File: src/rtl/score_bcd_scheduler_pkg.sv
// rtl/score_bcd_scheduler_pkg.sv - shared types, defaults and helpers for the score BCD scheduler
package score_bcd_scheduler_pkg;

    localparam int SCORE_W_DEF   = 8;
    localparam int MAX_SCORE_DEF = 255;

    typedef enum logic [1:0] {
        ST_IDLE  = 2'd0,
        ST_SHIFT = 2'd1,
        ST_DONE  = 2'd2
    } state_e;

    typedef logic [3:0] bcd_digit_t;
    typedef logic [1:0] ndig_t;

    localparam ndig_t NDIG_ONE   = 2'd1;
    localparam ndig_t NDIG_TWO   = 2'd2;
    localparam ndig_t NDIG_THREE = 2'd3;

    // One player's three decimal digits plus how many of them are significant
    typedef struct packed {
        bcd_digit_t hun;
        bcd_digit_t ten;
        bcd_digit_t one;
        ndig_t      ndig;
    } disp_t;

    localparam disp_t DISP_ZERO = {4'd0, 4'd0, 4'd0, NDIG_ONE};

    // Double-dabble correction: a nibble of 5 or more would overflow past 9 when doubled
    function automatic bcd_digit_t dd_adjust(input bcd_digit_t d);
        return (d >= 4'd5) ? (d + 4'd3) : d;
    endfunction

    // Leading zeros are suppressed, but a value of zero still shows one digit
    function automatic ndig_t ndig_of(input bcd_digit_t hun, input bcd_digit_t ten);
        if (hun != 4'd0) begin
            return NDIG_THREE;
        end
        if (ten != 4'd0) begin
            return NDIG_TWO;
        end
        return NDIG_ONE;
    endfunction

endpackage

File: src/rtl/score_bcd_scheduler_bcd_dd_engine.sv
// rtl/score_bcd_scheduler_bcd_dd_engine.sv - iterative double-dabble binary to 3-digit BCD converter
module bcd_dd_engine
    import score_bcd_scheduler_pkg::*;
#(
    parameter int SCORE_W = SCORE_W_DEF
) (
    input  logic               clk,
    input  logic               rst_n,
    input  logic               start,
    input  logic               abort,
    input  logic [SCORE_W-1:0] bin_in,
    output logic               done,
    output bcd_digit_t         hun,
    output bcd_digit_t         ten,
    output bcd_digit_t         one
);

    localparam int CNT_W = $clog2(SCORE_W + 1);

    logic [SCORE_W-1:0] bin_q, bin_d;
    logic [11:0]        bcd_q, bcd_d;
    logic [CNT_W-1:0]   cnt_q, cnt_d;
    logic [11:0]        bcd_adj;

    // Load on start, then one adjust-and-shift per cycle until the counter drains
    always_comb begin
        bin_d   = bin_q;
        bcd_d   = bcd_q;
        cnt_d   = cnt_q;
        bcd_adj = {dd_adjust(bcd_q[11:8]), dd_adjust(bcd_q[7:4]), dd_adjust(bcd_q[3:0])};
        if (abort) begin
            cnt_d = '0;
        end else if (start) begin
            bin_d = bin_in;
            bcd_d = '0;
            cnt_d = CNT_W'(SCORE_W);
        end else if (cnt_q != '0) begin
            bcd_d = {bcd_adj[10:0], bin_q[SCORE_W-1]};
            bin_d = bin_q << 1;
            cnt_d = cnt_q - CNT_W'(1);
        end
    end

    // Datapath registers
    always_ff @(posedge clk or negedge rst_n) begin
        if (!rst_n) begin
            bin_q <= '0;
            bcd_q <= '0;
            cnt_q <= '0;
        end else begin
            bin_q <= bin_d;
            bcd_q <= bcd_d;
            cnt_q <= cnt_d;
        end
    end

    // Flags the cycle that performs the final iteration, so the digits are settled one cycle later
    assign done = (cnt_q == CNT_W'(1));
    assign hun  = bcd_q[11:8];
    assign ten  = bcd_q[7:4];
    assign one  = bcd_q[3:0];

endmodule

File: src/rtl/score_bcd_scheduler.sv
// rtl/score_bcd_scheduler.sv - two score counters sharing one BCD converter with frame-synchronous display
module score_bcd_scheduler
    import score_bcd_scheduler_pkg::*;
#(
    parameter int SCORE_W   = SCORE_W_DEF,
    parameter int MAX_SCORE = MAX_SCORE_DEF
) (
    input  logic               clk,
    input  logic               rst_n,
    input  logic               mode,
    input  logic               frame_start,
    input  logic               score_clr,
    input  logic               score_inc_0,
    input  logic               score_inc_1,
    output logic [SCORE_W-1:0] score_0,
    output logic [SCORE_W-1:0] score_1,
    output logic [3:0]         hun_0,
    output logic [3:0]         ten_0,
    output logic [3:0]         one_0,
    output logic [1:0]         ndig_0,
    output logic [3:0]         hun_1,
    output logic [3:0]         ten_1,
    output logic [3:0]         one_1,
    output logic [1:0]         ndig_1,
    output logic               busy
);

    localparam logic [SCORE_W-1:0] MAX_VAL = SCORE_W'(MAX_SCORE);

    state_e             state_q, state_d;
    logic               last_grant_q, last_grant_d;
    logic [1:0]         dirty_q, dirty_d;
    logic [SCORE_W-1:0] score_0_q, score_0_d;
    logic [SCORE_W-1:0] score_1_q, score_1_d;
    disp_t              shadow_0_q, shadow_0_d;
    disp_t              shadow_1_q, shadow_1_d;
    disp_t              disp_0_q, disp_0_d;
    disp_t              disp_1_q, disp_1_d;

    logic               gnt;
    logic [1:0]         grant_clr;
    logic [1:0]         inc_acc;
    logic               eng_start;
    logic [SCORE_W-1:0] eng_bin;
    logic               eng_done;
    bcd_digit_t         eng_hun, eng_ten, eng_one;
    logic               shadow_wr;
    disp_t              conv_result;

    bcd_dd_engine #(
        .SCORE_W (SCORE_W)
    ) u_engine (
        .clk    (clk),
        .rst_n  (rst_n),
        .start  (eng_start),
        .abort  (score_clr),
        .bin_in (eng_bin),
        .done   (eng_done),
        .hun    (eng_hun),
        .ten    (eng_ten),
        .one    (eng_one)
    );

    // Saturating score counters; player 1 only counts in two-player mode
    always_comb begin
        inc_acc   = {score_inc_1 & mode, score_inc_0};
        score_0_d = score_0_q;
        score_1_d = score_1_q;
        if (score_clr) begin
            score_0_d = '0;
            score_1_d = '0;
        end else begin
            if (inc_acc[0] && (score_0_q < MAX_VAL)) begin
                score_0_d = score_0_q + SCORE_W'(1);
            end
            if (inc_acc[1] && (score_1_q < MAX_VAL)) begin
                score_1_d = score_1_q + SCORE_W'(1);
            end
        end
    end

    // Round-robin arbiter and conversion sequencing; a restart aborts whatever is in flight
    always_comb begin
        state_d      = state_q;
        last_grant_d = last_grant_q;
        gnt          = 1'b0;
        grant_clr    = 2'b00;
        eng_start    = 1'b0;
        eng_bin      = score_0_q;
        shadow_wr    = 1'b0;
        case (state_q)
            ST_IDLE: begin
                if (dirty_q != 2'b00) begin
                    gnt            = (dirty_q == 2'b11) ? ~last_grant_q : dirty_q[1];
                    last_grant_d   = gnt;
                    grant_clr[gnt] = 1'b1;
                    eng_start      = 1'b1;
                    eng_bin        = gnt ? score_1_q : score_0_q;
                    state_d        = ST_SHIFT;
                end
            end
            ST_SHIFT: begin
                if (eng_done) begin
                    state_d = ST_DONE;
                end
            end
            ST_DONE: begin
                shadow_wr = 1'b1;
                state_d   = ST_IDLE;
            end
            default: begin
                state_d = ST_IDLE;
            end
        endcase
        if (score_clr) begin
            state_d      = ST_IDLE;
            last_grant_d = last_grant_q;
            grant_clr    = 2'b00;
            eng_start    = 1'b0;
            shadow_wr    = 1'b0;
        end
    end

    // A new increment wins over the grant clearing its flag, so a snapshot never hides a later point
    always_comb begin
        if (score_clr) begin
            dirty_d = 2'b00;
        end else begin
            dirty_d = (dirty_q & ~grant_clr) | inc_acc;
        end
    end

    // Shadow capture from the engine and frame-synchronous copy to the display with write-through
    always_comb begin
        conv_result = {eng_hun, eng_ten, eng_one, ndig_of(eng_hun, eng_ten)};
        shadow_0_d  = shadow_0_q;
        shadow_1_d  = shadow_1_q;
        disp_0_d    = disp_0_q;
        disp_1_d    = disp_1_q;
        if (score_clr) begin
            shadow_0_d = DISP_ZERO;
            shadow_1_d = DISP_ZERO;
        end else begin
            if (shadow_wr) begin
                if (last_grant_q) begin
                    shadow_1_d = conv_result;
                end else begin
                    shadow_0_d = conv_result;
                end
            end
            if (frame_start) begin
                disp_0_d = shadow_0_d;
                disp_1_d = shadow_1_d;
            end
        end
    end

    // State, counters, flags and digit registers
    always_ff @(posedge clk or negedge rst_n) begin
        if (!rst_n) begin
            state_q      <= ST_IDLE;
            last_grant_q <= 1'b1;
            dirty_q      <= 2'b00;
            score_0_q    <= '0;
            score_1_q    <= '0;
            shadow_0_q   <= DISP_ZERO;
            shadow_1_q   <= DISP_ZERO;
            disp_0_q     <= DISP_ZERO;
            disp_1_q     <= DISP_ZERO;
        end else begin
            state_q      <= state_d;
            last_grant_q <= last_grant_d;
            dirty_q      <= dirty_d;
            score_0_q    <= score_0_d;
            score_1_q    <= score_1_d;
            shadow_0_q   <= shadow_0_d;
            shadow_1_q   <= shadow_1_d;
            disp_0_q     <= disp_0_d;
            disp_1_q     <= disp_1_d;
        end
    end

    assign score_0 = score_0_q;
    assign score_1 = score_1_q;
    assign hun_0   = disp_0_q.hun;
    assign ten_0   = disp_0_q.ten;
    assign one_0   = disp_0_q.one;
    assign ndig_0  = disp_0_q.ndig;
    assign hun_1   = disp_1_q.hun;
    assign ten_1   = disp_1_q.ten;
    assign one_1   = disp_1_q.one;
    assign ndig_1  = disp_1_q.ndig;
    assign busy    = (state_q != ST_IDLE);

endmodule

File: config.mk
export PLATFORM = sky130hd
export DESIGN_NAME = score_bcd_scheduler
export DESIGN_NICKNAME = d
export VERILOG_FILES = /design/src/rtl/score_bcd_scheduler_pkg.sv /design/src/rtl/score_bcd_scheduler_bcd_dd_engine.sv /design/src/rtl/score_bcd_scheduler.sv
export SDC_FILE = /design/constraint.sdc
export NUM_CORES = 1
export LEC_CHECK = 0
export ABC_AREA = 1
export ABC_CLOCK_PERIOD_IN_PS = 1800
export BUFFER_PORTS_ARGS = -buffer_cell sky130_fd_sc_hd__buf_2
export CAP_MARGIN = 20
export CORE_UTILIZATION = 30
export DETAILED_ROUTE_END_ITERATION = 16
export PLACE_DENSITY_LB_ADDON = 0.2
export SLEW_MARGIN = 20
export SYNTH_ARGS = -nofsm -noshare
export SYNTH_HDL_FRONTEND = slang
export SYNTH_SLANG_ARGS = --single-unit
File: constraint.sdc
create_clock -name clk -period 1.8 [get_ports clk]
set_clock_uncertainty 0.1 [all_clocks]
set_input_delay 0.09 -clock clk [delete_from_list [all_inputs] [get_ports clk]]
set_output_delay 0.09 -clock clk [all_outputs]
set_load 0.05 [all_outputs]
==> impl_metrics.py <==
metrics = {
    "finish": {
        "final_layout_size_suffix_gt1_share_pct": 15.0,
        "final_cell_mix": "nand2_1, dfrtp_1, inv_1",
        "area_delta_synth_final_pct": 18.6,
        "final_common_cell": "nand2_1",
        "fill_cells": 1695,
        "fin_util_pct": 36.9,
        "diodes": 0,
        "finalNonFillerCells": 928,
        "final_nets": 726,
    },
    "flow_run": {
        "max-cap-violations": 0,
    },
    "worst_setup_path": {
        "crit_slowest_cell": "dfrtp_1",
        "worstPathCellList": "inv_1, ha_1, nand3_2, inv_2, nor2_8, nand2_1, o21ai_1",
        "regToRegStartpoint": "u_engine.cnt_q[0]",
        "reg2reg_to": "u_engine.bcd_q[9]",
        "worstPathMaxFanout": 19,
        "timing.critical_path.to_type": "flop",
        "reg2regPathDepth": 7,
        "crit_arrival_ns": 1.80,
        "crit_type": "flop to flop",
        "cp.required_ns": 1.98,
        "reg2reg_slack_ns": 0.18,
        "worst_setup_path_start_kind": "flop",
        "cpPeakStageDelay_ns": 0.39,
    },
    "detailed_routing": {
        "ant_nets": 0,
        "vias": 4198,
        "routed_wl_um": 11600,
        "wl_per_cell_um": 12.5,
        "drt-vias-per-instance": 4.52,
        "drc": 0,
        "drt_first_pass_iters": 4,
        "drt_iter0_markers": 169,
    },
    "power": {
        "powerDensity_nw_per_um2": 1100,
        "total_leakage_power_nw": 3.11,
        "p_sw_mw": 2.34,
        "power.internal_mw": 4.18,
        "comb_power_share_pct": 27.4,
        "pwr-share-seq_pct": 42.0,
        "peakVddDrop_v": 0.000607,
        "p_clk_share_pct": 30.6,
        "power.share.switching_pct": 35.9,
    },
    "logic_synthesis": {
        "ys.flop_type": "dfrtp_1",
        "synth_seq_cells": 101,
        "syn-num-nets": 663,
        "syn-instance-count": 644,
        "yosysSeqAreaShare_pct": 50.7,
        "synthSimpleGateAreaFrac_pct": 30.6,
        "ys_types": 38,
        "synth_top_family_by_area": "simple AND/OR/NAND/NOR gates",
        "yosys.area_share.adder_pct": 3.00,
        "syn_area_per_cell_um2": 7.77,
        "async_flop_share_pct": 100,
        "netlist_area_um2": 5000,
        "synth_edf_count": 0,
        "synthXorXnorAreaFrac_pct": 0.525,
        "synthMuxAreaShare_pct": 0,
        "yosys_warnings": 0,
        "synth_compound_area_share_pct": 7.08,
    },
    "placed_design": {
        "gp_congestion": 0.833,
        "post-place-ws_ns": 0.0848,
        "placement.io_buffers": 51,
        "place_hpwl_um": 8240,
        "post-place-cells": 906,
    },
    "clocking": {
        "htreeDepth": 3,
        "cts_tree": "done",
        "numCtsBuffers": 9,
        "clk_latency_ns": 0.36,
        "clock-sinks": 101,
        "ctsLongestPathBuffers": 2,
        "path_clk_slew_ns": 0.07,
        "cts_root_buf": "clkbuf_16",
    },
    "status": {
        "status": "complete, no violations",
    },
    "global_routing": {
        "grt_pass1_wl_um": 20000,
        "grt_usage_pct": 14.5,
        "grt_pass1_vias": 4141,
        "grt_overflow": 0,
        "antenna_found_initial": 0,
        "grt_max_degree": 56,
    },
    "die": {
        "rows": 46,
        "core_um2": 16100,
        "initial_core_util_pct": 31.2,
        "num_io_pins": 52,
        "die-area_um2": 17200,
        "die_height_um": 131,
        "die-width_um": 131,
    },
    "sta": {
        "final.setup.worst_slack_ns": 0.180,
        "setup_viol": 0,
        "hold_viol": 0,
        "finalCriticalPeriod_ns": 1.62,
        "rsz0062_at_grt": "no",
        "fin_tns_setup_ns": 0,
        "worstMarginPinSlew_ns": 0.449,
        "fin_crit_sh_pct": 90.0,
        "max_freq_ghz": 0.617,
        "drv_slew": 0,
        "relSlewSlack_pct": 70.1,
        "holdWs_ns": 0.100,
    },
    "min_path": {
        "min_path_cells": 5,
        "holdPathEnd": "ndig_1[0]",
        "hold_class": "primary input to flop",
        "min-delay-start": "frame_start",
    },
}
[cell families after synthesis]
logic type	after synthesis
simple gates	368
compound gates	63
fa+ha+maj	12
xor+xnor	3
flops	101
buf+inv	97
[layout make-up]
cell class	count	area, um2	area share (%)
sequential	101	2530	42.7
multi-input combinational	446	2070	34.9
timing repair buffer	69	455	7.68
inverter	80	300	5.06
tap	216	270	4.56
clock buffer	10	229	3.86
clock inverter	6	71.3	1.20
[timing repair]
item                                    CTS  global route
endpoints found under the setup margin    0            19
hold buffers                              5             0
buffers inserted                          0             1
hold endpoints to repair                102             0
resized for setup                         0             3
[cell usage after synthesis (3+ instances only)]
| master | instances | area (um2) |
|---|---|---|
| nand2_1 | 248 | 931 |
| inv_1 | 77 | 289 |
| a21oi_1 | 10 | 50.1 |
| o21ai_0 | 25 | 125 |
| ha_1 | 12 | 150 |
| nand3_1 | 41 | 205 |
| nor2_2 | 5 | 31.3 |
| dfstp_2 | 5 | 131 |
| buf_4 | 3 | 22.5 |
| buf_2 | 4 | 20.0 |
| clkbuf_1 | 5 | 18.8 |
| dfrtp_1 | 96 | 2400 |
| o21ai_2 | 3 | 26.3 |
| nand4_1 | 7 | 43.8 |
| inv_2 | 3 | 11.3 |
| o21ai_1 | 17 | 85.1 |
| nor2_1 | 55 | 206 |
[registers in the layout (all words and copies together), names as in the netlist, 4 cells and up]
name            flops
hun_0               4
hun_1               4
one_0               4
one_1               4
score_0             8
score_1             8
shadow_0_q         14
shadow_1_q         14
ten_0               4
ten_1               4
u_engine.bcd_q     12
u_engine.bin_q      8
u_engine.cnt_q      4
[worst max path at each step]
stage | depth (start not counted) | end | slack, ns | start
after floorplan | 9 | score_0[5] | 0.02 | score_0[0]
after global placement | 7 | score_1[5] | 0.14 | score_1[1]
after detailed placement | 6 | u_engine.bin_q[3] | 0.08 | u_engine.cnt_q[0]
after CTS | 6 | u_engine.bin_q[3] | 0.07 | u_engine.cnt_q[0]
after global routing | 7 | u_engine.bcd_q[9] | 0.02 | u_engine.cnt_q[0]
final | 7 | u_engine.bcd_q[9] | 0.18 | u_engine.cnt_q[0]
[power by group through the flow]
stage               registers [mW]  logic, mW  clock network, mW
finish                        2.74       1.79               2.00
global route                  2.78       2.03               2.14
CTS                           2.74       1.76               2.07
detailed placement            2.78       1.74                  0
global placement              2.78       1.70                  0
floorplan                     2.85       1.19                  0
[metrics by stage]
step                      area, um2  total power, mW
after detailed placement       5550             4.52
after global routing           5930             6.94
after global placement         5550             4.47
final                          5930             6.53
after CTS                      5900             6.57
after floorplan                5000             4.04
[critical path, delay by kind of cell (launching register included)]
kind / cells / cell delay [ns]
buf+inv: 2 / 0.20
fa+ha+maj: 1 / 0.25
simple gates: 3 / 0.48
compound gates: 1 / 0.12
flops: 1 / 0.39
[metal layers]
metal | global-route usage [%] | wire (um) | vias to the layer above
li1 | - | - | 2135
met1 | 18.3 | 5590 | 1959
met2 | 23.8 | 5310 | 90
met3 | 3.74 | 493 | 14
met4 | 4.97 | 175 | 0
met5 | 0 | 0 | -
Power figures use the tool's default switching activity.
